===== config.mk =====
export PLATFORM = sky130hd
export DESIGN_NAME = mem_or_io
export DESIGN_NICKNAME = d
export VERILOG_FILES = /design/src/rtl/mem_or_io.sv
export SDC_FILE = /design/constraint.sdc
export NUM_CORES = 1
export LEC_CHECK = 0
export BUFFER_PORTS_ARGS = -buffer_cell sky130_fd_sc_hd__buf_2
export CORE_AREA = 4 4 81 83
export DETAILED_ROUTE_END_ITERATION = 8
export DIE_AREA = 0 0 85 87
export GPL_TIMING_DRIVEN = 0
export PLACE_DENSITY = 0.88
export SLEW_MARGIN = 15
export SYNTH_ARGS = -nofsm -noshare
export SYNTH_HDL_FRONTEND = slang
export SYNTH_SLANG_ARGS = --single-unit

===== constraint.sdc =====
create_clock -name clock -period 1.07 [get_ports clock]
set_input_delay 0.1605 -clock clock [delete_from_list [all_inputs] [get_ports clock]]
set_output_delay 0.1605 -clock clock [all_outputs]
set_load 0.05 [all_outputs]

===== src/rtl/mem_or_io.sv =====
// mem_or_io: steers load/store data between the CPU datapath, data memory and memory-mapped I/O.
module mem_or_io #(
  parameter int DATA_W = 32,
  parameter int IO_W   = 16
) (
  input  logic              clock,
  input  logic              reset,
  input  logic              mRead,
  input  logic              mWrite,
  input  logic              ioRead,
  input  logic              ioWrite,
  input  logic [DATA_W-1:0] addr_in,
  output logic [DATA_W-1:0] addr_out,
  input  logic [DATA_W-1:0] m_rdata,
  input  logic [IO_W-1:0]   io_rdata,
  output logic [DATA_W-1:0] r_wdata,
  input  logic [DATA_W-1:0] r_rdata,
  output logic [DATA_W-1:0] write_data,
  output logic              LEDCtrl,
  output logic              SwitchCtrl
);
  logic              store;
  logic [DATA_W-1:0] wd_hold_q, wd_hold_d;
  always_comb begin
    store      = mWrite | ioWrite;
    addr_out   = addr_in;
    r_wdata    = mRead ? m_rdata : {{(DATA_W-IO_W){1'b0}}, io_rdata};
    LEDCtrl    = ioWrite;
    SwitchCtrl = ioRead;
    wd_hold_d  = store ? r_rdata : wd_hold_q;
    write_data = store ? r_rdata : wd_hold_q;
  end
  // Last stored value stays on the bus between stores instead of floating.
  always_ff @(posedge clock or posedge reset)
    if (reset) wd_hold_q <= '0;
    else       wd_hold_q <= wd_hold_d;
endmodule


Word-level counts from Yosys, hierarchy flattened
Cells that the tools add are included. Widths: inputs -> output; s select.

Register bits after elaboration: 32. Word-level logic and storage cells: 4. Output and inout bits: 98. Input bits: 118.

Bitwise operators: 1. Multiplexer cells: 2.

Operator list (count): $mux 32 (2); $or 1x1->1 (1).

Logic depth before layout (Yosys ltp)
Depth after elaboration: 2. Mapped depth: 3. Depth with buffers taken out: 2.

Least setup slack after synthesis
Ideal clock, no wire load.

Path kind: input-to-reg. Start: input port ioWrite. End: register wd_hold_q[0]. Setup time: 0.175 ns. Stages on the path: 3. Arrival: 0.956 ns. Slack: -0.061 ns. Buffers on the path: 1. Required time: 0.895 ns. Cell sequence: nor2_4 > clkbuf_8 > mux2_2.

Cells in the longest elaborated chain, start to end: 2.

RTL lines: start, declared (RTL line 11) `input logic ioWrite,`; $or 1x1->1 (RTL line 25) `store = mWrite | ioWrite;`; $mux 32; via write_data[0] (RTL line 18) `output logic [DATA_W-1:0] write_data,`; end signal, assigned (RTL line 36) `else wd_hold_q <= wd_hold_d;`; end, declared (RTL line 23) `logic [DATA_W-1:0] wd_hold_q, wd_hold_d;`.

The timed path passes the listed nets, and every way through them passes these cells.

Worst setup path in the final report
Start: input port ioWrite. End: output port write_data[5].

Cells in the longest elaborated chain, start to end: 2.

RTL lines: $or 1x1->1 (RTL line 25); $mux 32 (RTL line 31) `write_data = store ? r_rdata : wd_hold_q;`; end, declared (RTL line 18).

No other way between the ends.

==> flow_summary.toml <==
[status]
status = "finished, violations left"
violations = "negative setup slack"

[grt]
grt_pass1_wl_um = 9750
use_met3_pct = 4.45
grtUsageTotal_pct = 16.5
top_usage_layer = "met2"
grt_overflow = 0
antenna_found_initial = 0
grt_pass1_vias = 1954
met1_usage_pct = 19.4
grt_max_degree = 33
grt_util_met2_pct = 29.2

[power]
irDropWorstVdd_mv = 0.811
power.density_mw_per_mm2 = 1280
p_leak_nw = 2.01
power_mw = 4.74

[finish]
fillers = 442
fin_cells = 418
antenna_cells = 0
nNetsFinal = 460
drive_gt1_share_pct = 85.7
finalInstanceArea_mm2 = 0.00370
largest_reg_flops = 32
final_cell_mix = "buf_2, buf_4, mux2_4, buf_8, dfrtp_1"
final_common_cell = "buf_2"
regMostFlops = "wd_hold_q"
area_delta_synth_final_pct = 109
top_regs = "wd_hold_q: 32 flops"

[floorplanning]
start_util_pct = 30.4
fp.dieW_um = 85
num_rows = 28
pin_count = 216
core_mm2 = 0.00585
dieArea_mm2 = 0.00740
dieHeight_um = 87

[critical_path]
critPathMaxStageDelay_ns = 0.32
crit_fanout = 7
worstPathCellList = "buf_8, nor2_4, buf_12, clkbuf_16, mux2_4, buf_8"
critPathMostFrequentCell = "buf_8"
critPathSlowestCell = "mux2_4"
critPathLaunchType = "input port"
critPathRequiredTime_ns = 0.91
arrival_ns = 1.16
crit_path_end_kind = "primary output"
critPathKind = "in -> out"

[timing]
max_slew_margin_pct = 62.8
period_needed_ns = 1.32
final-max-slew-violation-count = 0
whs_ns = 0.128
fin_ws_ns = -0.246
tightestPinTransition_ns = 0.558
fmax_mhz = 760
finalSetupViolCount = 32
finalCritPeriodShare_pct = 123
final.setup_skew_ns = 0
grt_setup_unrepaired = "yes"
hold_violations = 0
setup_tns_ns = -7.05

[placement]
place_congestion = 0.727
place_area_mm2 = 0.00280
detailed_place_hpwl_um = 4930
port_buffers = 182
dp.cells = 395

[flow_run]
max_cap_violations = 0

[yosys]
yosysTopAreaCellShare_pct = 45.1
yosysTopAreaCell = "dfrtp_1"
ys_types = 10
synth_area_leaders = "dfrtp_1, mux2_2, buf_4"
synth_seq_area_share_pct = 45.1
synth-seq-cells = 32
syn-cell-area_mm2 = 0.00178
yosysWarnings = 0
post_synth.cell_area_avg_um2 = 12.9
synthCells = 138
mappedNetlistNets = 256

[detailed_routing]
wl_um = 7310
num_vias = 1836
wl_per_cell_um = 17.5
ant_nets = 0
drt_iter0_markers = 25
viasPerCell = 4.39
dr.pass1.iters = 4
drc = 0

[clock_network]
cts_root_buf = "clkbuf_8"
clk_pin_slew_ns = 0.08
clock_path_buffers = 2
cts_num_sinks = 32
cts_made_buffers = 5
h-tree-depth = 2
insertion_delay_ns = 0.27
cts_tree = "built"

[min_path]
hold_class = "in -> reg"
==> logic make-up (layout without fill, tap and decap cells) <==
family                 Yosys count  in the layout  synth area share (%)
buffers and inverters           41            246                  17.8
muxes                           48             48                  30.8
DFF                             32             32                  45.1
and+or+nand+nor                 17             17                  6.27
==> cell type report <==
cell class                      count  area (um2)  area share (%)
Buffer                             40         342            9.22
Clock buffer                        5        68.8            1.86
Clock inverter                      3        42.5            1.15
Inverter                            1        5.00           0.135
Multi-Input combinational cell     65         817            22.1
Sequential cell                    32         801            21.6
Tap cell                           75        93.8            2.53
Timing Repair Buffer              197        1540            41.4
==> worst max-delay path, delay by kind of cell <==
family / cells / cell delay (ns)
simple gates: 1 / 0.11
buf+inv: 4 / 0.56
mux: 1 / 0.32
==> where the power goes <==
part / switching (mW) / internal [mW] / total (mW)
registers: 0.0346 / 1.31 / 1.35
logic: 1.31 / 0.953 / 2.26
clock network: 0.448 / 0.689 / 1.14
total: 1.79 / 2.95 / 4.74
==> Yosys cell counts, drive strengths merged <==
cell type	number
mux2	48
inv	1
nor2	1
and2	16
buf	36
dfrtp	32
clkbuf	4
==> repair_timing <==
action | CTS | global route
gates resized for setup | 108 | 88
cloned | 2 | 2
hold buffers | 1 | 0
buffers inserted | 5 | 5
pin swaps | 1 | 1
endpoints found under the setup margin | 57 | 90
hold endpoints to repair | 20 | 0
==> layer usage <==
layer / routed length (um) / part of all wire, %
met1: 2580 / 35
met2: 4040 / 55
met3: 580 / 7.9
met4: 111 / 1.5
met5: 0 / 0
==> worst paths after layout <==
check / startpoint / endpoint / slack (ns) / depth (start not counted)
setup / recovery: ioWrite / write_data[5] / -0.25 / 6
hold / removal: r_rdata[10] / wd_hold_q[10]$_DFF_PP0_ / 0.13 / 2
setup reg to reg: wd_hold_q[23]$_DFF_PP0_ / wd_hold_q[23]$_DFF_PP0_ / 0.17 / 2
hold reg to reg: wd_hold_q[13]$_DFF_PP0_ / wd_hold_q[13]$_DFF_PP0_ / 0.50 / 1
max in group asynchronous: reset / wd_hold_q[13]$_DFF_PP0_ / 0.25 / 3
min in group asynchronous: reset / wd_hold_q[24]$_DFF_PP0_ / 0.46 / 3
==> through the flow <==
stage	util [%]	setup WS, ns
2_1_floorplan	-	-0.0610
3_3_place_gp	47.8	-0.364
3_5_place_dp	47.8	-0.385
4_1_cts	57.2	-0.338
5_1_grt	63.3	-0.270
6_report	63.3	-0.246
(Power assumes the default switching activity.)
